`src/rtl/data_mem_arbiter_if.sv`:
```
// Requester-side and RAM-side bus of the shared data memory arbiter.
// Port k's fields live in packed slice k of each per-port vector.
interface data_mem_arbiter_if #(
    parameter int NUM_PORTS  = 2,
    parameter int ADDR_WIDTH = 16,
    parameter int DATA_WIDTH = 32,
    parameter int CNT_WIDTH  = 16
);
    localparam int BE_W = DATA_WIDTH / 8;

    logic                                  prio0_i;
    logic [NUM_PORTS-1:0]                  req_i;
    logic [NUM_PORTS-1:0][ADDR_WIDTH-1:0]  addr_i;
    logic [NUM_PORTS-1:0]                  we_i;
    logic [NUM_PORTS-1:0][BE_W-1:0]        be_i;
    logic [NUM_PORTS-1:0][DATA_WIDTH-1:0]  wdata_i;
    logic [NUM_PORTS-1:0]                  gnt_o;
    logic [NUM_PORTS-1:0]                  rvalid_o;
    logic [DATA_WIDTH-1:0]                 rdata_o;
    logic                                  mem_req_o;
    logic [ADDR_WIDTH-1:0]                 mem_addr_o;
    logic                                  mem_we_o;
    logic [BE_W-1:0]                       mem_be_o;
    logic [DATA_WIDTH-1:0]                 mem_wdata_o;
    logic [DATA_WIDTH-1:0]                 mem_rdata_i;
    logic [NUM_PORTS-1:0][CNT_WIDTH-1:0]   stall_cnt_o;

    modport slave (
        input  prio0_i, req_i, addr_i, we_i, be_i, wdata_i, mem_rdata_i,
        output gnt_o, rvalid_o, rdata_o, mem_req_o, mem_addr_o, mem_we_o,
               mem_be_o, mem_wdata_o, stall_cnt_o
    );

    modport master (
        output prio0_i, req_i, addr_i, we_i, be_i, wdata_i, mem_rdata_i,
        input  gnt_o, rvalid_o, rdata_o, mem_req_o, mem_addr_o, mem_we_o,
               mem_be_o, mem_wdata_o, stall_cnt_o
    );
endinterface

```
`src/rtl/data_mem_arbiter.sv`:
```
// Round-robin arbiter sharing one single-port, 1-cycle-latency RAM between
// NUM_PORTS requesters, with port-0 priority override and stall counters.
module data_mem_arbiter #(
    parameter int NUM_PORTS  = 2,
    parameter int ADDR_WIDTH = 16,
    parameter int DATA_WIDTH = 32,
    parameter int CNT_WIDTH  = 16
) (
    input  logic               clk,
    input  logic               rst_n,
    data_mem_arbiter_if.slave  bus
);
    localparam int PTR_W = (NUM_PORTS > 1) ? $clog2(NUM_PORTS) : 1;
    localparam int BE_W  = DATA_WIDTH / 8;

    logic [PTR_W-1:0]                     rr_ptr_q, rr_ptr_d;
    logic [NUM_PORTS-1:0]                 rvalid_q;
    logic [NUM_PORTS-1:0][CNT_WIDTH-1:0]  stall_q, stall_d;
    logic [NUM_PORTS-1:0]                 gnt;
    logic [PTR_W-1:0]                     gidx;
    logic                                 any_gnt;
    logic [PTR_W:0]                       scan;

    // Scan from rr_ptr upward with wrap; extra bit keeps the sum from overflowing.
    always_comb begin
        gnt     = '0;
        gidx    = '0;
        any_gnt = 1'b0;
        scan    = '0;
        if (rst_n) begin
            if (bus.prio0_i && bus.req_i[0]) begin
                gnt[0]  = 1'b1;
                any_gnt = 1'b1;
            end else begin
                for (int i = 0; i < NUM_PORTS; i++) begin
                    scan = {1'b0, rr_ptr_q} + (PTR_W+1)'(i);
                    if (scan >= (PTR_W+1)'(NUM_PORTS))
                        scan = scan - (PTR_W+1)'(NUM_PORTS);
                    if (!any_gnt && bus.req_i[scan[PTR_W-1:0]]) begin
                        gnt[scan[PTR_W-1:0]] = 1'b1;
                        gidx                 = scan[PTR_W-1:0];
                        any_gnt              = 1'b1;
                    end
                end
            end
        end
    end

    // Override wins also advance the pointer so port 0 cannot re-win right after.
    always_comb begin
        rr_ptr_d = rr_ptr_q;
        if (any_gnt)
            rr_ptr_d = (gidx == PTR_W'(NUM_PORTS-1)) ? '0 : gidx + 1'b1;
    end

    always_comb begin
        for (int k = 0; k < NUM_PORTS; k++) begin
            stall_d[k] = stall_q[k];
            if (bus.req_i[k] && !gnt[k] && stall_q[k] != {CNT_WIDTH{1'b1}})
                stall_d[k] = stall_q[k] + 1'b1;
        end
    end

    always_ff @(posedge clk) begin
        if (!rst_n) begin
            rr_ptr_q <= '0;
            rvalid_q <= '0;
            stall_q  <= '0;
        end else begin
            rr_ptr_q <= rr_ptr_d;
            rvalid_q <= gnt;
            stall_q  <= stall_d;
        end
    end

    assign bus.gnt_o       = gnt;
    assign bus.mem_req_o   = any_gnt;
    assign bus.mem_addr_o  = any_gnt ? bus.addr_i[gidx]  : '0;
    assign bus.mem_we_o    = any_gnt ? bus.we_i[gidx]    : 1'b0;
    assign bus.mem_be_o    = any_gnt ? bus.be_i[gidx]    : {BE_W{1'b0}};
    assign bus.mem_wdata_o = any_gnt ? bus.wdata_i[gidx] : '0;
    assign bus.rvalid_o    = rvalid_q;
    assign bus.rdata_o     = bus.mem_rdata_i;
    assign bus.stall_cnt_o = stall_q;
endmodule

```
`src/flat_wrapper.sv`:
```
// flat-port wrapper written by rule: the top's interface ports become plain ports
module data_mem_arbiter_flat 
#(
    parameter int NUM_PORTS  = 2,
    parameter int ADDR_WIDTH = 16,
    parameter int DATA_WIDTH = 32,
    parameter int CNT_WIDTH  = 16
)
  (clk, rst_n, bus_prio0_i, bus_req_i, bus_addr_i, bus_we_i, bus_be_i, bus_wdata_i, bus_mem_rdata_i, bus_gnt_o, bus_rvalid_o, bus_rdata_o, bus_mem_req_o, bus_mem_addr_o, bus_mem_we_o, bus_mem_be_o, bus_mem_wdata_o, bus_stall_cnt_o);
  data_mem_arbiter_if #(.NUM_PORTS(NUM_PORTS), .ADDR_WIDTH(ADDR_WIDTH), .DATA_WIDTH(DATA_WIDTH), .CNT_WIDTH(CNT_WIDTH)) bus_i ();
  input  logic clk;
  input  logic rst_n;
  input wire logic [$bits(bus_i.prio0_i)-1:0] bus_prio0_i;
  input wire logic [$bits(bus_i.req_i)-1:0] bus_req_i;
  input wire logic [$bits(bus_i.addr_i)-1:0] bus_addr_i;
  input wire logic [$bits(bus_i.we_i)-1:0] bus_we_i;
  input wire logic [$bits(bus_i.be_i)-1:0] bus_be_i;
  input wire logic [$bits(bus_i.wdata_i)-1:0] bus_wdata_i;
  input wire logic [$bits(bus_i.mem_rdata_i)-1:0] bus_mem_rdata_i;
  output wire logic [$bits(bus_i.gnt_o)-1:0] bus_gnt_o;
  output wire logic [$bits(bus_i.rvalid_o)-1:0] bus_rvalid_o;
  output wire logic [$bits(bus_i.rdata_o)-1:0] bus_rdata_o;
  output wire logic [$bits(bus_i.mem_req_o)-1:0] bus_mem_req_o;
  output wire logic [$bits(bus_i.mem_addr_o)-1:0] bus_mem_addr_o;
  output wire logic [$bits(bus_i.mem_we_o)-1:0] bus_mem_we_o;
  output wire logic [$bits(bus_i.mem_be_o)-1:0] bus_mem_be_o;
  output wire logic [$bits(bus_i.mem_wdata_o)-1:0] bus_mem_wdata_o;
  output wire logic [$bits(bus_i.stall_cnt_o)-1:0] bus_stall_cnt_o;
  assign bus_i.prio0_i = bus_prio0_i;
  assign bus_i.req_i = bus_req_i;
  assign bus_i.addr_i = bus_addr_i;
  assign bus_i.we_i = bus_we_i;
  assign bus_i.be_i = bus_be_i;
  assign bus_i.wdata_i = bus_wdata_i;
  assign bus_i.mem_rdata_i = bus_mem_rdata_i;
  assign bus_gnt_o = bus_i.gnt_o;
  assign bus_rvalid_o = bus_i.rvalid_o;
  assign bus_rdata_o = bus_i.rdata_o;
  assign bus_mem_req_o = bus_i.mem_req_o;
  assign bus_mem_addr_o = bus_i.mem_addr_o;
  assign bus_mem_we_o = bus_i.mem_we_o;
  assign bus_mem_be_o = bus_i.mem_be_o;
  assign bus_mem_wdata_o = bus_i.mem_wdata_o;
  assign bus_stall_cnt_o = bus_i.stall_cnt_o;
  data_mem_arbiter #(.NUM_PORTS(NUM_PORTS), .ADDR_WIDTH(ADDR_WIDTH), .DATA_WIDTH(DATA_WIDTH), .CNT_WIDTH(CNT_WIDTH)) u_core (.clk(clk), .rst_n(rst_n), .bus(bus_i));
endmodule
```
`config.mk`:
```
export PLATFORM = sky130hd
export DESIGN_NAME = data_mem_arbiter_flat
export DESIGN_NICKNAME = d
export VERILOG_FILES = /design/src/rtl/data_mem_arbiter_if.sv /design/src/rtl/data_mem_arbiter.sv /design/src/flat_wrapper.sv
export SDC_FILE = /design/constraint.sdc
export NUM_CORES = 1
export LEC_CHECK = 0
export BUFFER_PORTS_ARGS = -buffer_cell sky130_fd_sc_hd__buf_2
export CAP_MARGIN = 20
export CORE_AREA = 2 2 103 105
export CTS_CLUSTER_SIZE = 28
export DETAILED_ROUTE_END_ITERATION = 10
export DIE_AREA = 0 0 105 107
export PLACE_DENSITY = 0.72
export SYNTH_ARGS = -nofsm -noshare
export SYNTH_HDL_FRONTEND = slang
export SYNTH_SLANG_ARGS = --single-unit
```
`constraint.sdc`:
```
create_clock -name clk -period 4.85 [get_ports clk]
set_clock_uncertainty 0.15 [all_clocks]
set_input_delay 0.97 -clock clk [delete_from_list [all_inputs] [get_ports clk]]
set_output_delay 0.97 -clock clk [all_outputs]
set_load 0.01 [all_outputs]
```
After elaboration in Yosys (flattened, before gate mapping)
Cells that the tools add are included.
- word-level logic and storage cells: 75
- output and inout port bits: 122
- register bits after elaboration: 35
- reductions and logical operators: 11
- bitwise logic cells: 1
- eq/ne operators: 2
- add/sub/neg operators: 6
- $lt $le $gt $ge: 7
- muxes and demuxes: 44
- operators with widths (operator ; count):
    $mux 32 ; 3
    $mux 16 ; 3
    $add 16x1->16 const B ; 2
    $ne 16x16->1 const B ; 2
    $mux 1 ; 28
    $mux 4 ; 3
    $mux 2 ; 5
    $logic_and 1x1->1 ; 8
    $lt 1x2->1 const B ; 3
    $logic_not 1->1 ; 3
    $add 1x1->2 const B ; 1
    $demux 1 s1 ; 2
    $ge 1x1->1 const B ; 2
    $ge 1x2->1 const B ; 1
    $ge 2x2->1 const B ; 1
    $or 2x2->2 ; 1
    $sub 1x1->1 const B ; 2
    $add 1x1->1 const B ; 1

Logic depth before layout (Yosys ltp)
Gate-level depths: netlist of the first run.
- depth after elaboration: 18
- depth in mapped cells: 7
- gate-level depth less buffers: 5

Worst setup path after synthesis of the first run
Ideal clock, no wire load.
- path kind: in2out
- start: in rst_n
- end: out bus_mem_addr_o[10]
- arrival: 1.986 ns
- stages: 6
- setup slack: 1.744 ns
- data required time: 3.730 ns
- cells stage by stage: buf_2 > o211ai_1 > inv_2 > clkbuf_1 > nand2_1 > a21oi_1
- longest elaborated chain between the ends: 4
- RTL lines (what ; line ; RTL):
    start: declaration ; flat_wrapper.sv:12 ; input logic rst_n;
    $mux 1 ; data_mem_arbiter.sv:30 ; if (rst_n) begin
    $mux 16 (not written as such) (2 in series) ; data_mem_arbiter.sv:78 ; assign bus.mem_addr_o = any_gnt ? bus.addr_i[gidx] : '0;
    $mux 16 * ; data_mem_arbiter.sv:78 ;
    end: declaration ; flat_wrapper.sv:24 ; output wire logic [$bits(bus_i.mem_addr_o)-1:0] bus_mem_addr_o;
Mark *: on every way between the ends. The rest lies on a longest branch, timed or not. The select of a mux whose other input is x is not followed.

Worst setup path in the final report of the first run
- start: in bus_req_i[0]
- end: out bus_mem_wdata_o[29]
- longest elaborated chain between the ends: 13
- RTL lines (what ; line ; RTL):
    start: declaration ; flat_wrapper.sv:14 ; input wire logic [$bits(bus_i.req_i)-1:0] bus_req_i;
    $mux 1 (not written as such) (2 in series) ; data_mem_arbiter.sv:39 ; if (!any_gnt && bus.req_i[scan[PTR_W-1:0]]) begin
    $mux 1 ; data_mem_arbiter.sv:39 ;
    $mux 1 ; data_mem_arbiter.sv:31 ; if (bus.prio0_i && bus.req_i[0]) begin
    $mux 1 ; data_mem_arbiter.sv:30 ;
    $logic_not 1->1 ; data_mem_arbiter.sv:39 ;
    $logic_and 1x1->1 ; data_mem_arbiter.sv:39 ;
    $mux 1 ; data_mem_arbiter.sv:39 ;
    $mux 1 ; data_mem_arbiter.sv:31 ;
    $mux 1 ; data_mem_arbiter.sv:30 ;
    $mux 32 (not written as such) (2 in series) ; data_mem_arbiter.sv:81 ; assign bus.mem_wdata_o = any_gnt ? bus.wdata_i[gidx] : '0;
    $mux 32 * ; data_mem_arbiter.sv:81 ;
    end: declaration ; flat_wrapper.sv:27 ; output wire logic [$bits(bus_i.mem_wdata_o)-1:0] bus_mem_wdata_o;
Marked as above.

==> results.yml, run 1 <==
timing:
  tns_ps: 0
  fin_crit_ps: 3730
  whs_ps: 336
  worst_pin_slew_ps: 1080
  rsz0062_at_grt: "no"
  fmax_mhz: 268
  hold_violations: 0
  slew_headroom_pct: 28.1
  setup_ws_ps: 1120
  finalMaxSlewViolations: 0
  timing.final.crit_share_pct: 76.9
  setup_violations: 0
worst_setup_path:
  reg2reg_from: "u_core.bus.stall_cnt_o[16]"
  required_ps: 3730
  start_kind: "input port"
  cp_max_fo: 54
  reg2reg_to: "u_core.bus.stall_cnt_o[22]"
  slowest_delay_ps: 640
  worstSetupPathType: "input port to primary output"
  cp.arrival_ps: 2610
  r2r.worst_path.cells: 5
  end_kind: "primary output"
  crit_chain: "buf_2 > inv_1 > o211ai_1 > inv_2 > nand2_1 > a21oi_1 > buf_2"
  path_common_cell: "buf_2"
  rrSetupSlack_ps: 2370
  slowest_stage: "inv_2"
floorplan:
  core_area_um2: 10100
  fp-row-count: 37
  num_io_pins: 265
  start_util_pct: 28.1
  die_y_um: 107
  die-area_um2: 11200
  die_x_um: 105
clock_network:
  clkTransAtPathRegs_ps: 70
  cts_resized: 0
  htree_num_levels: 2
  ctsRootBufferMaster: "clkbuf_8"
  clock_path_buffers: 2
  ctsHoldBuffers: 0
  cts.sinks: 35
  cts_tree: "built"
  numCtsBuffers: 5
  post_cts_buffers: 0
  insertion_delay_ps: 280
min_path:
  hold_depth: 2
  worstHoldStart: "u_core.bus.stall_cnt_o[23]"
  hold_path.class: "flop to flop"
  worstHoldEndpoint: "u_core.bus.stall_cnt_o[23]"
global_route:
  track_usage_pct: 18.2
  grt_pass1_wl_um: 16200
  grt_max_degree: 56
  antenna_found_initial: 1
  grt_pass1_vias: 2904
  grt_overflow: 0
routing:
  drt_iter0_markers: 204
  ant_nets: 0
  wl_per_cell_um: 15.5
  vias: 3543
  first_pass_iters: 4
  drt-total-wl_um: 11200
  vias_per_cell: 4.93
  drt_drc_violations_left: 0
synthesis:
  synthSimpleGateAreaFrac_pct: 35.0
  synth_area_per_cell_um2: 6.66
  synth-compound-area-share_pct: 21.4
  synthFlopType: "dfxtp_1"
  yosysWarnings: 0
  syn_area_um2: 2840
  synth_cells: 426
  syn_nets: 571
  synthXorXnorAreaFrac_pct: 0
  synthAdderAreaFrac_pct: 0.881
  synth-edff-count: 0
  yosys.cell_types.count: 36
  synthMuxAreaShare_pct: 3.88
  async_flop_share_pct: 0
  synth_top_family_by_area: "simple AND/OR/NAND/NOR gates"
  ys_ff_latch: 35
  seq_area_frac_synth_pct: 24.7
place:
  io_buffers: 200
  dp_hpwl_um: 8770
  placed_area_um2: 3700
  gp_congestion: 0.851
  post-place-ws_ps: 1110
layout:
  nets: 725
  n_fill_cell: 1133
  area_delta_synth_final_pct: 34.5
  drive_above_1_share_pct: 37.9
  final_cell_mix: "200 x buf_2, 128 x nand2_1, 68 x a21oi_1"
  final_common_cell: "buf_2"
  finalInstanceArea_um2: 3820
power_and_ir_drop:
  irDropWorstVdd_uv: 99.5
  power.density_nw_per_um2: 188
  leakage_nw: 1.85
outcome:
  status: "complete, no violations"
flow_run:
  maxCapViolCount: 0
worst max path at each step:
stage                  from                   to  slack [ps]  cells past startpoint
4_1_cts        bus_req_i[0]  bus_mem_wdata_o[29]        1110                      7
5_1_grt        bus_req_i[0]  bus_mem_wdata_o[29]         970                      7
3_3_place_gp    bus_prio0_i  bus_mem_wdata_o[29]        1140                      7
3_5_place_dp   bus_req_i[0]  bus_mem_wdata_o[29]        1110                      7
6_report       bus_req_i[0]  bus_mem_wdata_o[29]        1120                      7
2_1_floorplan         rst_n   bus_mem_addr_o[10]        1740                      6
critical path, delay by kind of cell:
kind / cells / cell delay, ps
buf+inv: 4 / 1060
simple gates: 1 / 180
compound gates: 2 / 360
power by group:
group | leakage (nW) | switching, mW | internal, mW | total, mW
sequential | 0.283 | 0.00483 | 0.291 | 0.296
clock | 0.0515 | 0.108 | 0.130 | 0.237
combinational | 1.51 | 0.105 | 0.0801 | 0.186
total | 1.85 | 0.218 | 0.501 | 0.719
per-stage QoR:
stage | cells | power [mW] | util (%)
2_1_floorplan | 426 | 0.417 | -
3_3_place_gp | 708 | 0.486 | 36.6
3_5_place_dp | 708 | 0.486 | 36.6
4_1_cts | 716 | 0.726 | 37.6
5_1_grt | 718 | 0.760 | 37.8
6_report | 718 | 0.719 | 37.8
Yosys cell counts, drive strengths merged, types with 8 or more instances:
master / n / area, um^2
nand2b: 13 / 81.3
dfxtp: 35 / 701
nand2: 128 / 480
nor4: 10 / 62.6
o21ai: 8 / 43.8
buf: 45 / 314
mux2i: 11 / 110
inv: 8 / 30.0
a21oi: 68 / 340
o31ai: 12 / 90.1
clkbuf: 15 / 56.3
nand4: 9 / 56.3
or4: 11 / 82.6
nand3: 11 / 55.1
registers in the layout, summed over array words and instances, names as in the netlist:
| signal | cells |
|---|---|
| u_core.bus.rvalid_o | 2 |
| u_core.rr_ptr_q | 1 |
| u_core.bus.stall_cnt_o | 32 |
cell families (layout without fill, tap and decap cells):
logic type	Yosys count	count (layout)
simple gates	207	207
compound gates	103	103
buf+inv	68	223
flops	35	35
mux	11	11
fa+ha+maj	2	2
other cells	0	1
per-layer routing:
layer  vias up  GRT usage [%]  wire length (um)
li1       1782              -                 -
met1      1594           25.9              4950
met2       147           26.5              5010
met3        20           3.89               869
met4         0           7.52               332
met5         -              0                 0
cell type report:
cell class	instances	area, um^2	area share, %
timing repair buffer	207	1070	27.9
inverter	8	30.0	0.786
tap	136	170	4.46
sequential	35	701	18.3
clock buffer	8	100	2.62
antenna	1	2.50	0.0655
multi-input combinational	323	1750	45.8
Power figures use the tool's default switching activity.
==> run 2, diff against run 1 <==
- PLACE_DENSITY: 0.72 -> 0.74
- clock period: 4.85 -> 3.4 ns (I/O delays scaled with it)
==> results.yml, run 2 (synthesis gave the netlist of run 1 again) <==
timing:
  rsz0062_at_grt: "no"
  timing.final.crit_share_pct: 93.2
  tns_ps: 0
  worst_pin_slew_ps: 915
  hold_violations: 0
  slew_headroom_pct: 38.7
  fmax_mhz: 316
  setup_violations: 0
  setup_ws_ps: 231
  fin_crit_ps: 3170
  finalMaxSlewViolations: 0
routing:
  first_pass_iters: 4
  drt_iter0_markers: 252
  vias_per_cell: 4.88
  drt-total-wl_um: 9950
  vias: 3509
  ant_nets: 0
  drt_drc_violations_left: 0
  wl_per_cell_um: 13.8
global_route:
  track_usage_pct: 15.7
  antenna_found_initial: 0
  grt_pass1_wl_um: 14400
  grt_max_degree: 56
  grt_overflow: 0
  grt_pass1_vias: 2820
place:
  post-place-ws_ps: 237
  gp_congestion: 0.788
  io_buffers: 200
  dp_hpwl_um: 7470
  place_inst: 711
worst_setup_path:
  cp_max_fo: 54
  cp.arrival_ps: 2340
  start_kind: "input port"
  slowest_delay_ps: 660
  crit_chain: "buf_2 > inv_1 > o211ai_1 > inv_2 > nand2_1 > a21oi_1 > buf_2"
  slowest_stage: "inv_2"
  path_common_cell: "buf_2"
  end_kind: "primary output"
  worstSetupPathType: "input port to primary output"
  required_ps: 2570
layout:
  largest_reg_flops: 32
  area_delta_synth_final_pct: 34.9
  antenna_cells: 0
  instances_no_fill: 719
  drive_above_1_share_pct: 38.1
  final_common_cell: "buf_2"
  nets: 727
  final_cell_mix: "200 x buf_2, 128 x nand2_1, 68 x a21oi_1"
  n_fill_cell: 1120
clock_network:
  htree_num_levels: 2
  cts_tree: "built"
  insertion_delay_ps: 290
  cts_resized: 0
  numCtsBuffers: 5
  ctsHoldBuffers: 0
  clkTransAtPathRegs_ps: 70
  clock_path_buffers: 2
  cts.sinks: 35
  ctsRootBufferMaster: "clkbuf_8"
  post_cts_buffers: 0
floorplan:
  start_util_pct: 28.1
  num_io_pins: 265
  die-area_um2: 11200
  die_y_um: 107
  fp-row-count: 37
  die_x_um: 105
  core_area_um2: 10100
power_and_ir_drop:
  power_switching_mw: 0.311
  irDropWorstVdd_uv: 157
  leakage_nw: 1.86
  clockPowerShare_pct: 33.3
  p_int_mw: 0.715
  power.density_nw_per_um2: 268
  comb_power_share_pct: 25.5
  pwr-share-seq_pct: 41.2
  power_switching_share_pct: 30.3
flow_run:
  maxCapViolCount: 0
min_path:
  hold_path.class: "flop to flop"
outcome:
  status: "complete, no violations"
run 2: critical path, delay by kind of cell:
family | cells | cell delay (ps)
compound gates | 2 | 410
buf+inv | 4 | 1090
simple gates | 1 | 130
run 2: routing by layer:
layer	GRT usage (%)	share of wire, %	vias to the layer above
met3	2.80	6.6	23
li1	-	-	1791
met1	22.8	45	1553
met5	0	0	-
met2	22.6	45	142
met4	6.86	3.0	0
run 2: final cells by class:
| cell class | instances | area [um^2] | share of cell area (%) |
|---|---|---|---|
| multi-input cells | 323 | 1750 | 45.7 |
| repair buffers | 209 | 1080 | 28.2 |
| flip-flops and latches | 35 | 701 | 18.3 |
| well taps | 136 | 170 | 4.44 |
| clock buffers | 8 | 100 | 2.61 |
| inverters | 8 | 30.0 | 0.784 |
run 2: power by group through the flow:
stage / Combinational (mW) / Clock (mW) / Sequential, mW
2_1_floorplan: 0.163 / 0 / 0.432
3_3_place_gp: 0.260 / 0 / 0.432
3_5_place_dp: 0.260 / 0 / 0.432
4_1_cts: 0.262 / 0.350 / 0.423
5_1_grt: 0.288 / 0.371 / 0.424
6_report: 0.262 / 0.341 / 0.423
run 2: path summary, 6_finish.rpt:
kind / from / end / slack [ps] / cells after the start
worst max register to register: u_core.bus.stall_cnt_o[0] / u_core.bus.stall_cnt_o[6] / 1470 / 5
worst min-delay path: u_core.bus.stall_cnt_o[14] / u_core.bus.stall_cnt_o[14] / 340 / 2
worst max-delay path: bus_req_i[0] / bus_mem_addr_o[11] / 230 / 7
worst min register to register: u_core.bus.stall_cnt_o[14] / u_core.bus.stall_cnt_o[14] / 340 / 2
run 2: metrics by stage:
stage               total power, mW  instance area (um^2)  util [%]  hold slack (ps)
floorplan                     0.596                  2840         -              329
global placement              0.693                  3730      37.0              328
detailed placement            0.693                  3730      37.0              333
CTS                            1.03                  3830      38.0              344
global route                   1.08                  3830      38.0              367
finish                         1.03                  3830      38.0              342
==> run 3, diff against run 2 <==
- PLACE_DENSITY: 0.74 -> 0.68
==> results.yml, run 3 (synthesis gave the netlist of run 1 again) <==
clock_network:
  post_cts_buffers: 0
  ctsRootBufferMaster: "clkbuf_8"
  numCtsBuffers: 5
  cts_tree: "built"
  ctsHoldBuffers: 0
  cts_resized: 0
  insertion_delay_ps: 290
  clock_path_buffers: 2
  cts.sinks: 35
  clkTransAtPathRegs_ps: 70
  htree_num_levels: 2
timing:
  fmax_mhz: 334
  slew_headroom_pct: 52.8
  rsz0062_at_grt: "no"
  hold_violations: 0
  timing.final.crit_share_pct: 88.0
  fin_crit_ps: 2990
  finalMaxSlewViolations: 0
  worst_pin_slew_ps: 705
  setup_violations: 0
  tns_ps: 0
layout:
  largest_reg_flops: 32
  nets: 726
  area_delta_synth_final_pct: 35.8
  utilization_pct: 38.2
  final_cell_mix: "200 x buf_2, 128 x nand2_1, 68 x a21oi_1"
  final_common_cell: "buf_2"
  antenna_cells: 0
  drive_above_1_share_pct: 38.0
  finalInstanceArea_um2: 3860
floorplan:
  die-area_um2: 11200
  core_area_um2: 10100
  die_x_um: 105
  num_io_pins: 265
  die_y_um: 107
  start_util_pct: 28.1
  fp-row-count: 37
routing:
  vias: 3634
  drt_iter0_markers: 197
  vias_per_cell: 5.06
  drt-total-wl_um: 10700
  wl_per_cell_um: 14.9
  drt_drc_violations_left: 0
  first_pass_iters: 5
  ant_nets: 0
min_path:
  worstHoldEndpoint: "u_core.bus.stall_cnt_o[31]"
  hold_path.class: "flop to flop"
  worstHoldStart: "u_core.bus.stall_cnt_o[31]"
  hold_depth: 2
outcome:
  status: "complete, no violations"
global_route:
  grt_max_degree: 56
  grt_pass1_vias: 3248
  antenna_found_initial: 0
  grt_overflow: 0
  track_usage_pct: 17.4
  grt_pass1_wl_um: 15900
power_and_ir_drop:
  leakage_nw: 1.87
  irDropWorstVdd_uv: 154
  power.density_nw_per_um2: 267
worst_setup_path:
  worstSetupPathType: "input port to primary output"
  cp_max_fo: 45
  end_kind: "primary output"
  reg2reg_to: "u_core.bus.stall_cnt_o[21]"
  r2r.worst_path.cells: 6
  required_ps: 2570
  cp.arrival_ps: 2160
  reg2reg_from: "u_core.bus.stall_cnt_o[16]"
  start_kind: "input port"
  rrSetupSlack_ps: 1480
place:
  dp_hpwl_um: 8500
  gp_congestion: 0.843
  io_buffers: 200
  placed_area_um2: 3760
flow_run:
  maxCapViolCount: 0
[run 3: cell count changes in the layout (fill, tap and decap cells not counted)]
| cell | delta |
|---|---|
| buf_16 | +1 |
| buf_4 | -3 |
| buf_12 | +1 |
[run 3: final cells by class]
cell class / count / area [um^2]
Timing Repair Buffer: 208 / 1110
Tap cell: 136 / 170
Multi-Input combinational cell: 323 / 1750
Sequential cell: 35 / 701
Clock buffer: 8 / 100
Fill cell: 1087 / 6240
Inverter: 8 / 30.0
[run 3: worst max-delay path by stage]
stage | startpoint | end | slack [ps] | cells past startpoint
2_1_floorplan | rst_n | bus_mem_addr_o[10] | 870 | 6
3_3_place_gp | bus_req_i[0] | bus_mem_wdata_o[28] | 280 | 4
3_5_place_dp | rst_n | bus_mem_wdata_o[28] | 390 | 7
4_1_cts | rst_n | bus_mem_wdata_o[28] | 390 | 7
5_1_grt | rst_n | bus_mem_wdata_o[28] | 270 | 7
6_report | rst_n | bus_mem_wdata_o[28] | 410 | 7
[run 3: stage by stage]
| step | hold slack, ps | power [mW] | setup slack, ps | instances |
|---|---|---|---|---|
| 2_1_floorplan | 329 | 0.596 | 874 | 426 |
| 3_3_place_gp | 317 | 0.692 | 281 | 709 |
| 3_5_place_dp | 329 | 0.700 | 392 | 710 |
| 4_1_cts | 340 | 1.04 | 388 | 718 |
| 5_1_grt | 362 | 1.09 | 270 | 718 |
| 6_report | 335 | 1.03 | 408 | 718 |
[run 3: critical path: stages]
cell and delay (ps):
buf_2 220, o211ai_1 210, inv_2 240, buf_12 240
nand2_1 80, a21oi_1 260, buf_2 200
[run 3: metal layers]
layer / wire length (um) / share of wire [%] / vias up / global-route usage (%)
met5: 0 / 0 / - / 0
li1: - / - / 1784 / -
met4: 248 / 2.3 / 0 / 5.62
met1: 4460 / 42 / 1668 / 22.7
met2: 5170 / 48 / 156 / 28.8
met3: 824 / 7.7 / 26 / 3.40
[run 3: power by group]
group | leakage (nW) | internal (mW) | switching, mW | total (mW)
sequential | 0.283 | 0.415 | 0.00663 | 0.422
clock | 0.0515 | 0.185 | 0.153 | 0.338
combinational | 1.53 | 0.118 | 0.150 | 0.268
total | 1.87 | 0.718 | 0.310 | 1.03
